`config.mk`:
```
export PLATFORM = sky130hd
export DESIGN_NAME = execute_stage
export DESIGN_NICKNAME = d
export VERILOG_FILES = /design/src/rtl/execute_stage.sv
export SDC_FILE = /design/constraint.sdc
export NUM_CORES = 1
export LEC_CHECK = 0
export CORE_MARGIN = 4
export CORE_UTILIZATION = 25
export CTS_CLUSTER_DIAMETER = 40
export DETAILED_ROUTE_END_ITERATION = 8
export RECOVER_POWER = 25
export REMOVE_ABC_BUFFERS = 1
export SYNTH_ARGS = -nofsm -noshare
export SYNTH_HDL_FRONTEND = slang
export SYNTH_SLANG_ARGS = --single-unit
```
`constraint.sdc`:
```
create_clock -name clk -period 0.8 [get_ports clk]
set_clock_uncertainty 0.1 [all_clocks]
set_input_delay 0.16 -clock clk [delete_from_list [all_inputs] [get_ports clk]]
set_output_delay 0.16 -clock clk [all_outputs]
set_load 0.05 [all_outputs]
```
`src/rtl/execute_stage.sv`:
```
// execute_stage: EX stage of the 16-bit pipelined MIPS (ALU, branch target, dest select) ending in the EX/MEM register.
// Latency: 1 cycle for non-MUL ops; MUL (EX_MUL_EN defined) takes 18 cycles, 17 of them stalled.
// Backpressure: stall (combinational) holds IF/ID and ID/EX while the multiplier is busy; EX/MEM takes bubbles meanwhile.
//
// Ports: clk/rst_n (async active-low); in_* are the ID/EX outputs (operands, sign-extended immediate,
// PC+2, rt/rd, control bits); O_* are the registered EX/MEM outputs; stall goes upstream.
// Optional feature macro: EX_MUL_EN builds the iterative shift-add multiplier and enables funct 1000 (MUL).
// Without it, funct 1000 is an undefined opcode and stall is tied low.
module execute_stage #(
  parameter int WIDTH      = 16,
  parameter int MUL_CYCLES = 16
) (
  input  logic             clk,
  input  logic             rst_n,
  input  logic [WIDTH-1:0] in_PC_plus_two,
  input  logic [WIDTH-1:0] in_Read_data_1,
  input  logic [WIDTH-1:0] in_Read_data_2,
  input  logic [WIDTH-1:0] in_immediate,
  input  logic             in_ALU_Src,
  input  logic [1:0]       in_ALUOp,
  input  logic             in_RegDest,
  input  logic [2:0]       in_rt,
  input  logic [2:0]       in_rd,
  input  logic             in_MemRead,
  input  logic             in_MemWrite,
  input  logic             in_Branch,
  input  logic             in_MemtoReg,
  input  logic             in_RegWrite,
  output logic             stall,
  output logic [WIDTH-1:0] O_ALU_result,
  output logic             O_zero,
  output logic [WIDTH-1:0] O_branch_target,
  output logic [WIDTH-1:0] O_write_data,
  output logic [2:0]       O_write_reg,
  output logic             O_MemRead,
  output logic             O_MemWrite,
  output logic             O_Branch,
  output logic             O_MemtoReg,
  output logic             O_RegWrite,
  output logic             O_illegal
);

  // The multiplier retires exactly one product bit per iteration, so the
  // iteration count must match the datapath width. A mismatched build
  // elaborates this empty block as a visible marker in the hierarchy.
  if (MUL_CYCLES != WIDTH) begin : g_mul_cycles_mismatch
  end

  logic [WIDTH-1:0] op_a;
  logic [WIDTH-1:0] op_b;
  logic [WIDTH-1:0] alu_res;
  logic [3:0]       funct;
  logic             illegal;
  logic             slt;

  assign op_a  = in_Read_data_1;
  assign op_b  = in_ALU_Src ? in_immediate : in_Read_data_2;
  assign funct = in_immediate[3:0];
  assign slt   = $signed(op_a) < $signed(op_b);

`ifdef EX_MUL_EN
  typedef enum logic [1:0] {
    S_IDLE,
    S_BUSY,
    S_DONE
  } mul_state_t;

  localparam int CNT_W = (MUL_CYCLES > 1) ? $clog2(MUL_CYCLES) : 1;
  localparam logic [CNT_W-1:0] CNT_LAST = CNT_W'(MUL_CYCLES - 1);

  mul_state_t       state_q, state_d;
  logic [WIDTH-1:0] mcand_q;
  logic [WIDTH-1:0] mplier_q;
  logic [WIDTH-1:0] acc_q;
  logic [CNT_W-1:0] cnt_q;
  logic             mul_sel;
  logic             mul_load;
  logic             mul_step;
  logic             stall_int;
`endif

  // ALU and funct decode
  always_comb begin
    alu_res = '0;
    illegal = 1'b0;
`ifdef EX_MUL_EN
    mul_sel = 1'b0;
`endif
    case (in_ALUOp)
      2'b00: alu_res = op_a + op_b;
      2'b01: alu_res = op_a - op_b;
      2'b11: alu_res = op_a | op_b;
      default: begin
        case (funct)
          4'b0000: alu_res = op_a + op_b;
          4'b0001: alu_res = op_a - op_b;
          4'b0010: alu_res = op_a & op_b;
          4'b0011: alu_res = op_a | op_b;
          4'b0100: alu_res = {{(WIDTH-1){1'b0}}, slt};
          4'b0101: alu_res = op_a ^ op_b;
          4'b0110: alu_res = op_a << op_b[3:0];
          4'b0111: alu_res = op_a >> op_b[3:0];
`ifdef EX_MUL_EN
          // Only the DONE-cycle value is ever registered; earlier cycles are bubbled.
          4'b1000: begin
            mul_sel = 1'b1;
            alu_res = acc_q;
          end
`endif
          default: illegal = 1'b1;
        endcase
      end
    endcase
  end

`ifdef EX_MUL_EN
  // Multiplier state and shift-add datapath
  always_ff @(posedge clk or negedge rst_n) begin
    if (!rst_n) begin
      state_q  <= S_IDLE;
      mcand_q  <= '0;
      mplier_q <= '0;
      acc_q    <= '0;
      cnt_q    <= '0;
    end else begin
      state_q <= state_d;
      if (mul_load) begin
        mcand_q  <= op_a;
        mplier_q <= op_b;
        acc_q    <= '0;
        cnt_q    <= '0;
      end else if (mul_step) begin
        if (mplier_q[0]) begin
          acc_q <= acc_q + mcand_q;
        end
        mcand_q  <= mcand_q << 1;
        mplier_q <= mplier_q >> 1;
        cnt_q    <= cnt_q + 1'b1;
      end
    end
  end

  always_comb begin
    state_d   = state_q;
    stall_int = 1'b0;
    mul_load  = 1'b0;
    mul_step  = 1'b0;
    case (state_q)
      S_IDLE: begin
        if (mul_sel) begin
          stall_int = 1'b1;
          mul_load  = 1'b1;
          state_d   = S_BUSY;
        end
      end
      S_BUSY: begin
        stall_int = 1'b1;
        mul_step  = 1'b1;
        if (cnt_q == CNT_LAST) begin
          state_d = S_DONE;
        end
      end
      // ID/EX advances on this same edge, so IDLE sees the next instruction.
      S_DONE:  state_d = S_IDLE;
      default: state_d = S_IDLE;
    endcase
  end

  // Reset must show stall low even if a MUL is sitting at the inputs.
  assign stall = stall_int & rst_n;
`else
  assign stall = 1'b0;
`endif

  // EX/MEM pipeline register; a stalled cycle loads a bubble.
  always_ff @(posedge clk or negedge rst_n) begin
    if (!rst_n) begin
      O_ALU_result    <= '0;
      O_zero          <= 1'b0;
      O_branch_target <= '0;
      O_write_data    <= '0;
      O_write_reg     <= '0;
      O_MemRead       <= 1'b0;
      O_MemWrite      <= 1'b0;
      O_Branch        <= 1'b0;
      O_MemtoReg      <= 1'b0;
      O_RegWrite      <= 1'b0;
      O_illegal       <= 1'b0;
    end else if (stall) begin
      O_ALU_result    <= '0;
      O_zero          <= 1'b0;
      O_branch_target <= '0;
      O_write_data    <= '0;
      O_write_reg     <= '0;
      O_MemRead       <= 1'b0;
      O_MemWrite      <= 1'b0;
      O_Branch        <= 1'b0;
      O_MemtoReg      <= 1'b0;
      O_RegWrite      <= 1'b0;
      O_illegal       <= 1'b0;
    end else begin
      O_ALU_result    <= alu_res;
      O_zero          <= (op_a - op_b) == '0;
      O_branch_target <= in_PC_plus_two + {in_immediate[WIDTH-2:0], 1'b0};
      O_write_data    <= in_Read_data_2;
      O_write_reg     <= in_RegDest ? in_rd : in_rt;
      O_MemRead       <= in_MemRead;
      O_MemWrite      <= in_MemWrite;
      O_Branch        <= in_Branch;
      O_MemtoReg      <= in_MemtoReg;
      O_RegWrite      <= in_RegWrite;
      O_illegal       <= illegal;
    end
  end

endmodule

```
==> run summary <==
Status: finished, violations left
Violated checks: setup timing
Dpl hpwl: 23200 um
Crit end category: flip-flop
Wire length per cell: 20.5 um
Final-layout fill cell count: 2234
Post-synth EDFFs: 0
Distinct cells, synth: 72
TritonCTS clock tree: built
Core area: 25100 um2
Fin cells: 1512
Final setup margin: -2.00 ns
DR vias: 7714
Initial Utilization: 25.3%
Die W: 167 um
Crit Path Class: input pin to flip-flop
Post-synth top flop: dfrtp_1
DIE HEIGHT: 167 um
Sink Count: 58
Commonest non-fill, non-tap cell in the layout: buf_4
Pre-antenna DRT Iters: 8
Antenna violations before repair: 0
Number of setup violations in the final report: 107
Crit-path max FO: 4
Inserted Diodes: 0
Ys async rst share: 100%
Unrepaired setup endpoints after global routing: true
Via density: 5.10
Routed wire length: 31000 um
Max incr delay on CP: 0.56 ns
Worst path cell trace: buf_8, buf_8, mux2i_4, inv_4, fa_2, buf_6, o21bai_4, a2111oi_4, buf_4, o31ai_4, xnor2_2, or4bb_1, nor3_2, and4_1
Die area: 28000 um2
Nets: 1330
Tightest Pin Transition: 0.709 ns
Period minus WS final: 2.80 ns
Worst Hold Class: input pin to flip-flop
Final hold vios: 0
Std-Cell Rows: 58
DRT antenna net count: 0
Post-Place Cells: 1459
Req. time, crit path: 0.97 ns
Peak supply drop: 1.11 mV
Cell count after synthesis: 759
DRC Markers: 0
Max Slew Vio Count: 0
Worst Setup Start Kind: input pin
Top flop regs: O_ALU_result (16), O_branch_target (16), O_write_data (16)
Max-cap violations: 0
Gp weighted congestion: 0.961
Most Frequent Cell on Critical Path: buf_8
Global-route wire length before repair: 45900 um
DR iter-0 viols: 660
Post-synthesis sequential area ratio: 22.9%
Clk root buf: clkbuf_16
Crit share post-route: 350%
Relative slew slack: 52.6%
Ys Warns: 0
Port Buf Inserts: 138
Grt total ovfl: 0
Area grow syn2layout: 99.7%
Hold WS: 0.0337 ns
CP max-delay cell: or4bb_1
Largest net degree at the start of global routing: 32
I/O pin total: 140
CP arrival: 2.97 ns
Avg Cell Area, Syn: 8.36 um2
Vias in the first global route: 7818
Syn Std Cell Area: 6350 um2
# H-tree levels: 3
Total GRT Usage: 20.9%
Most frequent cells in the layout: 253 x buf_4, 68 x buf_12, 61 x nor2_1, 56 x dfrtp_1, 56 x nand2_1
Fmax: 357 MHz
Register bit total from synthesis: 58
Reg clk slew, reported paths: 0.06 ns
Pwr/cell area: 1560 nW/um2
Share of layout cells above drive strength 1: 47.2%
TritonCTS Buffers: 9
LEAKAGE: 5.67 nW
Max Root-Sink Buffers: 2
critical path: cells and delay by family:
kind,cells,cell delay (ns)
fa+ha+maj,1,0.37
mux,1,0.32
xor+xnor,1,0.11
simple gates,3,0.91
compound gates,3,0.55
buf+inv,5,0.55
stage by stage:
step           worst slack (ns)  utilization (%)  TNS [ns]  area, um2  power (mW)
3_3_place_gp              -3.03             42.3    -77.08      10600        13.1
5_1_grt                   -2.08             50.5    -67.70      12700        20.6
6_report                  -2.00             50.5    -62.87      12700        19.8
4_1_cts                   -1.93             48.6    -61.11      12200        19.1
3_5_place_dp              -3.06             42.3    -77.56      10600        13.1
2_1_floorplan             -2.88                -    -54.86       6160        7.87
where the power goes:
| part | leakage, nW | internal (mW) | switching, mW |
|---|---|---|---|
| combinational | 4.81 | 5.73 | 5.68 |
| clock | 0.170 | 3.07 | 1.65 |
| sequential | 0.684 | 3.31 | 0.335 |
| total | 5.67 | 12.1 | 7.66 |
final cells by class:
type | count | area [um2] | area share [%]
inverters | 48 | 185 | 1.46
flip-flops and latches | 58 | 1450 | 11.5
repair buffers | 446 | 4610 | 36.4
multi-input cells | 614 | 5660 | 44.7
clock inverters | 7 | 125 | 0.987
clock buffers | 9 | 225 | 1.78
well taps | 330 | 413 | 3.26
metal layers:
layer  track usage (%)  wire, um
met1              26.7     13000
met4              9.63      1360
met2              34.0     14700
met5                 0         0
met3              4.20      1940
synthesized netlist by cell type, types with 5 or more instances:
| library cell | number | area share, % |
|---|---|---|
| a21o_1 | 10 | 1.2 |
| o211ai_1 | 12 | 1.4 |
| inv_1 | 45 | 2.7 |
| o2111ai_1 | 5 | 0.69 |
| o21bai_1 | 5 | 0.59 |
| dfrtp_1 | 58 | 23 |
| clkbuf_1 | 20 | 1.2 |
| nand2_1 | 58 | 3.4 |
| ha_1 | 69 | 14 |
| o21ai_0 | 36 | 2.8 |
| nor2b_1 | 8 | 0.79 |
| buf_2 | 11 | 0.87 |
| or3_1 | 5 | 0.49 |
| nand2b_1 | 9 | 0.89 |
| mux2_2 | 11 | 2.0 |
| a211oi_1 | 15 | 1.8 |
| a21oi_1 | 46 | 3.6 |
| mux2i_1 | 52 | 8.2 |
| o31ai_1 | 11 | 1.3 |
| nand3_1 | 12 | 0.95 |
| xor2_1 | 10 | 1.4 |
| a31oi_1 | 13 | 1.3 |
| nor2_1 | 67 | 4.0 |
| a221oi_1 | 10 | 1.4 |
| xnor2_1 | 28 | 3.9 |
| o22ai_1 | 7 | 0.69 |
| nor3_1 | 26 | 2.1 |
| o221ai_1 | 12 | 1.7 |
cells by family after synthesis:
kind of cell               synth area share (%)
and+or+nand+nor                            15.9
xor gates and xnor gates                   5.24
muxes                                      11.4
AOI/OAI and AO/OA                          24.2
buffers and inverters                      5.76
DFF                                        22.9
adders and majority gates                  14.6
other                                    0.0591
worst paths after layout:
check	from	endpoint	slack, ns	depth (start not counted)
setup / recovery	in_ALU_Src	O_zero$_DFF_PN0_	-2.00	14
hold / removal	in_Read_data_2[1]	O_write_data[1]$_DFF_PN0_	0.03	1
max in group asynchronous	rst_n	O_zero$_DFF_PN0_	-0.03	3
min in group asynchronous	rst_n	O_MemtoReg$_DFF_PN0_	0.16	2
timing repair:
action | 4_1_cts | 5_1_grt
gates cloned | 2 | 2
setup buffers | 27 | 14
hold buffers | 2 | 0
hold endpoints to repair | 59 | 0
pin swaps | 89 | 50
resized for setup | 266 | 70
endpoints found under the setup margin | 94 | 102
Note: power is estimated with default switching activity, not from simulation.
